$ cat config.mk
export PLATFORM = sky130hd
export DESIGN_NAME = except_ctl
export DESIGN_NICKNAME = d
export VERILOG_FILES = /design/src/rtl/except_ctl_pkg.sv /design/src/rtl/except_irq_sync.sv /design/src/rtl/except_ctl.sv
export SDC_FILE = /design/constraint.sdc
export NUM_CORES = 1
export LEC_CHECK = 0
export ABC_AREA = 1
export CAP_MARGIN = 40
export CORE_ASPECT_RATIO = 1.4
export CORE_MARGIN = 4
export CORE_UTILIZATION = 49
export DETAILED_ROUTE_END_ITERATION = 10
export GPL_TIMING_DRIVEN = 0
export PLACE_DENSITY = 0.95
export SETUP_SLACK_MARGIN = 0.05
export SYNTH_ARGS = -nofsm -noshare
export SYNTH_HDL_FRONTEND = slang
export SYNTH_SLANG_ARGS = --single-unit
$ cat constraint.sdc
create_clock -name clk -period 3.6 [get_ports clk]
set_input_delay 0.72 -clock clk [delete_from_list [all_inputs] [get_ports clk]]
set_output_delay 0.72 -clock clk [all_outputs]
set_load 0.01 [all_outputs]
$ cat src/rtl/except_ctl_pkg.sv
// -----------------------------------------------------------------------------
// except_ctl_pkg
//   Shared constants for the precise-exception / interrupt control unit.
//   - Exception cause codes carried down the tracking pipeline and reported
//     to coproc0 on o_except_code.
//   - Vector layout of the interrupt vector table (16 bytes per vector,
//     table occupies the low 10 address bits below the COP0 IVT base).
//   - Encodings of the redirect state machine.
// -----------------------------------------------------------------------------
package except_ctl_pkg;

  // Exception cause codes. The numeric order is also the reporting order the
  // rest of the core expects, so do not renumber.
  localparam int unsigned EXC_NONE    = 0;
  localparam int unsigned EXC_DECODE  = 1;
  localparam int unsigned EXC_SYSCALL = 2;
  localparam int unsigned EXC_BREAK   = 3;
  localparam int unsigned EXC_OVF     = 4;
  localparam int unsigned EXC_BUSERR  = 5;
  localparam int unsigned EXC_IRQ     = 6;

  // Each vector is 16 bytes, so the code is shifted left by 4 to form the
  // offset inside the table.
  localparam int unsigned VEC_SHIFT     = 4;
  // Number of low address bits spanned by the vector table; the COP0 base
  // supplies everything above this.
  localparam int unsigned IVT_SPAN_BITS = 10;

  // Redirect state machine encodings.
  localparam logic [1:0] ST_IDLE     = 2'd0;
  localparam logic [1:0] ST_REDIRECT = 2'd1;
  localparam logic [1:0] ST_DRAIN    = 2'd2;

endpackage

$ cat src/rtl/except_irq_sync.sv
// -----------------------------------------------------------------------------
// except_irq_sync
//   Two-flop synchronizer for the external interrupt request level. Only
//   instantiated by except_ctl when CPU_EXCEPT_IRQ_SYNC_EN is defined; adds two
//   cycles of latency between i_async and o_sync.
//
// Ports
//   clk      in  core clock
//   rst      in  synchronous active-high reset (both flops cleared to 0)
//   i_async  in  asynchronous level input
//   o_sync   out synchronized level
// -----------------------------------------------------------------------------
module except_irq_sync (
  input  logic clk,
  input  logic rst,
  input  logic i_async,
  output logic o_sync
);

  logic r_meta;
  logic r_sync;

  // First stage may go metastable; only the second stage is consumed.
  always_ff @(posedge clk) begin
    if (rst) begin
      r_meta <= 1'b0;
      r_sync <= 1'b0;
    end else begin
      r_meta <= i_async;
      r_sync <= r_meta;
    end
  end

  assign o_sync = r_sync;

endmodule

$ cat src/rtl/except_ctl.sv
// -----------------------------------------------------------------------------
// except_ctl
//   Precise-exception and interrupt control unit. Tracks exception sources
//   from decode (p1) through execute (p2) to writeback (p3). When the p3
//   instruction carries a pending exception, a bus error, or is interrupted,
//   the unit raises o_except_start plus all nullify strobes for one cycle,
//   then requests a fetch redirect to the interrupt vector table and drains
//   the decode stage once the redirect has been accepted.
//
// Configuration
//   CPU_EXCEPT_IRQ_SYNC_EN  when defined, i_irq passes through a 2-flop
//                           synchronizer (except_irq_sync); otherwise i_irq
//                           must already be synchronous to clk.
//
// Ports
//   clk, rst             core clock, synchronous active-high reset
//   i_core_stall         freezes tracking and suppresses any take
//   i_pc_p1, i_dly_slt_p1, i_valid_p1   decode-stage instruction info
//   i_decode_error, i_syscall_p1, i_break_p1   decode-stage sources
//   i_ovf_p2             execute-stage overflow
//   i_bus_err_p3         memory-stage data bus error (for the p3 instruction)
//   i_irq, i_cop0_ie     interrupt request level and COP0 enable
//   i_cop0_ivtbase       IVT base (upper ADDR_WIDTH-10 bits)
//   i_fetch_ack          fetch accepted the redirect
//   o_except_start       exception taken this cycle
//   o_except_dly_slt     faulting instruction sits in a delay slot
//   o_except_raddr       faulting PC
//   o_except_raddr_dly   faulting PC minus 4 (branch address)
//   o_nullify_*          per-stage kill strobes
//   o_fetch_redirect     redirect request, held until i_fetch_ack
//   o_fetch_addr         redirect target inside the vector table
//   o_except_code        cause code of the last taken exception
// -----------------------------------------------------------------------------
module except_ctl
  import except_ctl_pkg::*;
#(
  parameter int ADDR_WIDTH = 32,
  parameter int CODE_WIDTH = 4
) (
  input  logic                   clk,
  input  logic                   rst,
  input  logic                   i_core_stall,
  input  logic [ADDR_WIDTH-1:0]  i_pc_p1,
  input  logic                   i_dly_slt_p1,
  input  logic                   i_valid_p1,
  input  logic                   i_decode_error,
  input  logic                   i_syscall_p1,
  input  logic                   i_break_p1,
  input  logic                   i_ovf_p2,
  input  logic                   i_bus_err_p3,
  input  logic                   i_irq,
  input  logic                   i_cop0_ie,
  input  logic [ADDR_WIDTH-11:0] i_cop0_ivtbase,
  input  logic                   i_fetch_ack,
  output logic                   o_except_start,
  output logic                   o_except_dly_slt,
  output logic [ADDR_WIDTH-1:0]  o_except_raddr,
  output logic [ADDR_WIDTH-1:0]  o_except_raddr_dly,
  output logic                   o_nullify_decode,
  output logic                   o_nullify_execute,
  output logic                   o_nullify_mem,
  output logic                   o_nullify_wb,
  output logic                   o_fetch_redirect,
  output logic [ADDR_WIDTH-1:0]  o_fetch_addr,
  output logic [CODE_WIDTH-1:0]  o_except_code
);

  // One tracking slot per pipeline stage boundary.
  typedef struct packed {
    logic                  valid;
    logic [ADDR_WIDTH-1:0] pc;
    logic                  dly_slt;
    logic [CODE_WIDTH-1:0] code;
    logic                  pend;
  } trk_t;

  trk_t                   r_p2;
  trk_t                   r_p3;
  trk_t                   w_p2_next;
  trk_t                   w_p3_next;

  logic [1:0]             r_state;
  logic [1:0]             w_state_next;
  logic [ADDR_WIDTH-11:0] r_ivtbase;
  logic [CODE_WIDTH-1:0]  r_code;

  logic                   w_irq;
  logic                   w_bus_err;
  logic                   w_irq_req;
  logic                   w_take;
  logic [CODE_WIDTH-1:0]  w_take_code;

  // ---------------------------------------------------------------------------
  // Interrupt request conditioning
  // ---------------------------------------------------------------------------
`ifdef CPU_EXCEPT_IRQ_SYNC_EN
  except_irq_sync u_irq_sync (
    .clk     (clk),
    .rst     (rst),
    .i_async (i_irq),
    .o_sync  (w_irq)
  );
`else
  assign w_irq = i_irq;
`endif

  // ---------------------------------------------------------------------------
  // Next values of the tracking slots
  // ---------------------------------------------------------------------------
  // Decode-stage sources, highest priority first. A bubble carries nothing.
  always_comb begin
    w_p2_next = '0;
    if (i_valid_p1) begin
      w_p2_next.valid   = 1'b1;
      w_p2_next.pc      = i_pc_p1;
      w_p2_next.dly_slt = i_dly_slt_p1;
      if (i_decode_error) begin
        w_p2_next.pend = 1'b1;
        w_p2_next.code = CODE_WIDTH'(EXC_DECODE);
      end else if (i_syscall_p1) begin
        w_p2_next.pend = 1'b1;
        w_p2_next.code = CODE_WIDTH'(EXC_SYSCALL);
      end else if (i_break_p1) begin
        w_p2_next.pend = 1'b1;
        w_p2_next.code = CODE_WIDTH'(EXC_BREAK);
      end
    end
  end

  // An overflow only matters when the instruction has no older-stage cause;
  // the decode-stage cause happened first in program order and wins.
  always_comb begin
    w_p3_next = r_p2;
    if (r_p2.valid && !r_p2.pend && i_ovf_p2) begin
      w_p3_next.pend = 1'b1;
      w_p3_next.code = CODE_WIDTH'(EXC_OVF);
    end
  end

  // ---------------------------------------------------------------------------
  // Take decision at the writeback boundary
  // ---------------------------------------------------------------------------
  // Bus errors and interrupts are only meaningful against a real instruction.
  assign w_bus_err = r_p3.valid & i_bus_err_p3;
  assign w_irq_req = w_irq & i_cop0_ie & r_p3.valid;

  assign w_take = !rst && (r_state == ST_IDLE) && !i_core_stall &&
                  (r_p3.pend || w_bus_err || w_irq_req);

  // Tracked cause beats a bus error, which beats an interrupt.
  always_comb begin
    if (r_p3.pend) begin
      w_take_code = r_p3.code;
    end else if (w_bus_err) begin
      w_take_code = CODE_WIDTH'(EXC_BUSERR);
    end else begin
      w_take_code = CODE_WIDTH'(EXC_IRQ);
    end
  end

  // ---------------------------------------------------------------------------
  // Tracking registers
  // ---------------------------------------------------------------------------
  // Outside IDLE (and on the take edge itself) the whole pipeline is being
  // nullified, so the slots are flushed rather than loaded; anything arriving
  // then is discarded.
  always_ff @(posedge clk) begin
    if (rst) begin
      r_p2 <= '0;
      r_p3 <= '0;
    end else if (w_take || (r_state != ST_IDLE)) begin
      r_p2 <= '0;
      r_p3 <= '0;
    end else if (!i_core_stall) begin
      r_p2 <= w_p2_next;
      r_p3 <= w_p3_next;
    end
  end

  // ---------------------------------------------------------------------------
  // Redirect state machine
  // ---------------------------------------------------------------------------
  always_comb begin
    w_state_next = r_state;
    case (r_state)
      ST_IDLE: begin
        if (w_take) begin
          w_state_next = ST_REDIRECT;
        end
      end
      ST_REDIRECT: begin
        if (i_fetch_ack) begin
          w_state_next = ST_DRAIN;
        end
      end
      ST_DRAIN: begin
        // The decode kill has to land on a cycle where decode actually moves.
        if (!i_core_stall) begin
          w_state_next = ST_IDLE;
        end
      end
      default: begin
        w_state_next = ST_IDLE;
      end
    endcase
  end

  // The IVT base is captured at take so a COP0 write racing the redirect
  // cannot move the target.
  always_ff @(posedge clk) begin
    if (rst) begin
      r_state   <= ST_IDLE;
      r_ivtbase <= '0;
      r_code    <= CODE_WIDTH'(EXC_NONE);
    end else begin
      r_state <= w_state_next;
      if (w_take) begin
        r_ivtbase <= i_cop0_ivtbase;
        r_code    <= w_take_code;
      end
    end
  end

  // ---------------------------------------------------------------------------
  // Outputs
  // ---------------------------------------------------------------------------
  always_comb begin
    o_except_start     = 1'b0;
    o_except_dly_slt   = 1'b0;
    o_except_raddr     = '0;
    o_except_raddr_dly = '0;
    o_nullify_decode   = 1'b0;
    o_nullify_execute  = 1'b0;
    o_nullify_mem      = 1'b0;
    o_nullify_wb       = 1'b0;
    o_fetch_redirect   = 1'b0;
    o_fetch_addr       = '0;

    if (w_take) begin
      o_except_start     = 1'b1;
      o_except_dly_slt   = r_p3.dly_slt;
      o_except_raddr     = r_p3.pc;
      // Wraps modulo 2^ADDR_WIDTH for a faulting PC of 0.
      o_except_raddr_dly = r_p3.pc - ADDR_WIDTH'(4);
      o_nullify_decode   = 1'b1;
      o_nullify_execute  = 1'b1;
      o_nullify_mem      = 1'b1;
      o_nullify_wb       = 1'b1;
    end

    if (r_state == ST_REDIRECT) begin
      o_fetch_redirect  = 1'b1;
      o_fetch_addr      = {r_ivtbase, {IVT_SPAN_BITS{1'b0}}} |
                          (ADDR_WIDTH'(r_code) << VEC_SHIFT);
      o_nullify_decode  = 1'b1;
      o_nullify_execute = 1'b1;
    end

    if (r_state == ST_DRAIN) begin
      o_nullify_decode = 1'b1;
    end
  end

  // The new code is visible in the take cycle itself and held afterwards.
  assign o_except_code = w_take ? w_take_code : r_code;

endmodule

# Word level (Yosys, flattened, before mapping)
# Cells that the tools add are included.
[op_classes]
addsub = 1
n_eq_ne = 5
muxes = 20
n_bitwise = 4
n_reduce_logical = 15
[op_table]
columns = ["operator", "n"]
rows = [
  ["2-to-1 mux 32 bit", 3],
  ["2-to-1 mux 39 bit", 1],
  ["bitwise OR 32 x 8 -> 32 bit", 1],
  ["subtractor 32 x 3 -> 32 bit (second input constant)", 1],
  ["2-to-1 mux 3 bit", 3],
  ["2-to-1 mux 2 bit", 4],
  ["2-to-1 mux 4 bit", 2],
  ["!= test 2 bit (second input constant)", 3],
  ["case mux 2 bit (3 select lines)", 1],
  ["logical AND 1 bit", 5],
  ["2-to-1 mux 1 bit", 5],
  ["2-to-1 mux 5 bit", 1],
  ["AND 1 bit", 3],
  ["logical NOT 1 bit", 3],
  ["logical OR 1 bit", 3],
  ["AND reduction 3 bit", 1],
  ["equality test 2 x 1 -> 1 bit (second input constant)", 1],
  ["equality test 2 bit (second input constant)", 1],
  ["logical NOT 2 bit", 1],
  ["nonzero test 2 bit", 1],
  ["OR reduction 2 bit", 1],
]
[word_totals]
register_bits = 106
input_bits = 67

# Logic depth before layout (Yosys ltp)
# Gate-level depths: netlist of run 1.
[logic_depth]
depth_word = 7
depth_mapped = 9
depth_no_buf = 9

# Worst setup path before layout of run 1
# Ideal clock, no wire load.
[synth_path]
kind = "in2out"
startpoint = "input rst"
endpoint = "output o_except_raddr_dly[0]"
arrival_time_ns = 1.770
required_time_ns = 2.880
slack_ns = 1.110
stages = 8
cell_sequence = "inv_2 -> nand3_1 -> nor2_2 -> nand2_4 -> buf_2 -> buf_2 -> nor2_1 -> buf_4"
[synth_via]
elab_chain_cells = 5
[synth_lines]
columns = ["element", "line", "text"]
rows = [
  ["from (decl)", "except_ctl.sv:41", "input logic rst,"],
  ["logical NOT 1 bit", "except_ctl.sv:147", "assign w_take = !rst && (r_state == ST_IDLE) && !i_core_stall &&"],
  ["logical AND 1 bit (3 in a row)", "except_ctl.sv:147", ""],
  ["2-to-1 mux 32 bit", "except_ctl.sv:239", "if (w_take) begin"],
  ["to (decl)", "except_ctl.sv:58", "output logic [ADDR_WIDTH-1:0] o_except_raddr_dly,"],
]
# No other way between the ends.

# Worst setup path in the final report of run 1
[layout_path]
startpoint = "input rst"
endpoint = "output o_except_raddr_dly[4]"
# The elaborated chain is that of the path after synthesis.

==> results.ini, run 1 <==
[pwr]
power_frac_clock = 0.374
report.power.total_uw = 2650
netSwitchingFraction = 0.271
seqPwrFrac = 0.453
peakVddDrop_uv = 267
power.leakage_uw = 0.00284
p_sw_uw = 719
p_int_uw = 1940
combPwrFrac = 0.172
power_density_nw_per_um2 = 370

[yosys]
ys_seq_area_frac = 0.412
syn_inst = 750
synth_most_common_cell = nor2_1
dominantRegCellSynth = dfxtp_1
synth_async_sr_flop_share = 0
avgSynthCellArea_sq_um = 6.67
yosysTopAreaCellShare = 0.412
yosys-top-cells-area = dfxtp_1 41%, nor2_1 14%, nand2_1 11%
ys_ff_latch = 103
synthTopCellsByCount = 186 x nor2_1, 147 x nand2_1, 103 x dfxtp_1
synth-edff-count = 0
syn_area_sq_um = 5010
synth_cell_types = 31
synth_top_cell_by_area = dfxtp_1
synth_warnings = 0

[critical_path]
cpMostUsedCell = clkbuf_4
critPathMaxStageDelay_ps = 570
crit_path_max_fanout = 10
end_kind = output port
cp_num_cells = 9
slowest_stage = clkdlybuf4s50_1
worstSetupStartpointType = input port
ff2ff_path_depth = 6
crit_buf_inv = 5
critical-path-top-delay-family = buffers and inverters
path_cells = dlygate4sd2_1 -> inv_2 -> nand3_1 -> nor2_2 -> nand2_4 -> clkbuf_4 -> clkbuf_4 -> a21oi_1 -> clkdlybuf4s50_1
critical_path_required_ps = 2880
crit_type = in2out
arrival_ps = 2710

[place]
gp_congestion = 0.921
dp_hpwl_um = 12400
io_buffers = 166
dp_slack_ps = -163

[cts]
htree_levels = 3
cts_root_buf = clkbuf_16
clk_pin_slew_ps = 70
postCtsHoldBufs = 0
clock_sinks = 103
postCtsSetupBuffers = 0
clk_path_buf_depth = 2
clk_latency_ps = 350
cts_buffers = 9
cts_tree = built

[finish]
drive_gt1_frac = 0.0779
area_growth_pct = 43.4
ff_latch_area_sq_um = 2060
nFillCells = 782
nNetsFinal = 1000
antenna_cells_inserted = 0
multi_input_area_sq_um = 2400

[timing]
rsz0062_at_grt = false
setup_viol = 0
fmax_ghz = 0.291
fin_hold_ws_ps = 453
hold_viol_final = 0
slew_viol_final = 0
tns_ps = 0
finClkSkew_ps = 8.94
fin_crit_ps = 3430
fin_crit_sh = 0.953
worst_slack_ps = 168

[job]
max_cap_viol_count = 0

[drt]
drt_iter0_drc = 502
drt-vias-per-instance = 5.15
num_vias = 5525
drc = 0
ant_nets = 0
dr.pass1.iters = 6
drt-total-wl_um = 16200
wl_per_cell_um = 15.1

[grt]
first_global_vias = 5392
gr-total-overflow = 0
grt_max_degree = 17
grt.total_usage = 0.268
grt_pass1_wl_um = 25300
antenna_found_initial = 0

[die]
initial_core_util = 0.503
pin_count = 174
core_area_sq_um = 9950
die_area_sq_um = 11900
rows = 43
die_w_um = 93.4
dieHeight_um = 128

[outcome]
status = complete, no violations

[min_path]
hold_path.class = reg2reg
holdPathStages = 2

==> placed cells by master (no fill, tap or decap), types with 3 or more instances in the layout <==
cell type        netlist  layout
nor2_1               186     185
clkdlybuf4s50_1        0     165
nand2_1              147     147
dfxtp_1              103     103
inv_1                 74      74
a21oi_1               61      58
a22oi_1               37      37
o21ai_0               36      36
clkbuf_1              14      15
nand3_1               14      14
a21oi_2               10      13
buf_4                 11      13
buf_2                 16      11
clkbuf_16              0       9
nor3_1                 6       6
conb_1                 1       6
buf_6                  5       5
inv_2                  4       4
nor2_2                 3       4
clkbuf_4               0       3
xor2_1                 3       3
buf_1                  3       3
==> per-stage QoR <==
step / std cells / cell area [sq um] / util
6_report: 1072 / 7180 / 0.721
5_1_grt: 1072 / 7180 / 0.721
4_1_cts: 1072 / 7160 / 0.720
3_5_place_dp: 1056 / 6860 / 0.689
3_3_place_gp: 1056 / 6860 / 0.689
2_1_floorplan: 755 / 5020 / -
==> worst paths after layout <==
kind | start | end | slack, ps
min reg2reg | r_ivtbase[12] | r_ivtbase[12] | 450
min | r_ivtbase[12] | r_ivtbase[12] | 450
max | rst | o_except_raddr_dly[4] | 170
max reg2reg | r_p3[0] | r_ivtbase[15] | 2150
==> flip-flops by register name (all words and copies together), names as in the netlist <==
register,flops
r_p3,38
r_p2,37
r_ivtbase,22
r_code,4
r_state,2
==> worst reg2reg max path, cell delays in order, from the launching register on <==
cell and delay (ps):
dfxtp_1 370, a21oi_2 170, nand2_1 110, nand2_4 110, clkbuf_4 210, buf_2 260
a21oi_1 110
==> cell families after synthesis <==
group | after synthesis | synth area share
DFF | 103 | 0.412
xor gates and xnor gates | 3 | 0.00525
adders and majority gates | 1 | 0.00250
AOI/OAI and AO/OA | 151 | 0.179
buffers and inverters | 128 | 0.116
other | 1 | 0.000749
and+or+nand+nor | 363 | 0.284
==> per-layer routing <==
layer	GRT usage	routed length, um	part of all wire
met1	0.292	6020	0.37
met3	0.0559	1230	0.076
met2	0.491	8400	0.52
met4	0.119	562	0.035
met5	0	0	0
==> power groups by stage <==
stage | clock network (uW) | registers [uW] | logic (uW)
after floorplan | 0 | 1220 | 271
after global placement | 0 | 1230 | 437
after detailed placement | 0 | 1230 | 446
after CTS | 998 | 1200 | 452
after global routing | 1040 | 1210 | 507
final | 994 | 1200 | 457
==> what timing repair did <==
action                     4_1_cts  5_1_grt
gates resized for setup          5        5
gates cloned                     0        0
setup endpoints to repair       47       39
pin swaps                        0        0
==> area by class of cell <==
class / count / share of cell area
clock inverter: 5 / 0.00784
buffer: 50 / 0.0418
sequential: 103 / 0.287
inverter: 78 / 0.0408
timing repair buffer: 166 / 0.231
multi-input combinational: 524 / 0.334
tap: 135 / 0.0235
clock buffer: 11 / 0.0338
No activity file was read; power rests on OpenSTA's default activity.
==> run 2, diff against run 1 <==
--- a/config.mk
+++ b/config.mk
@@ -6,10 +6,11 @@
 export NUM_CORES = 1
 export LEC_CHECK = 0
 export ABC_AREA = 1
-export CAP_MARGIN = 40
+export CAP_MARGIN = 20
 export CORE_ASPECT_RATIO = 1.4
 export CORE_MARGIN = 4
 export CORE_UTILIZATION = 49
+export CTS_CLUSTER_DIAMETER = 200
 export DETAILED_ROUTE_END_ITERATION = 10
 export GPL_TIMING_DRIVEN = 0
 export PLACE_DENSITY = 0.95
==> results of run 2 <==
Final layout, timing and power as in run 1 (identical DEF).
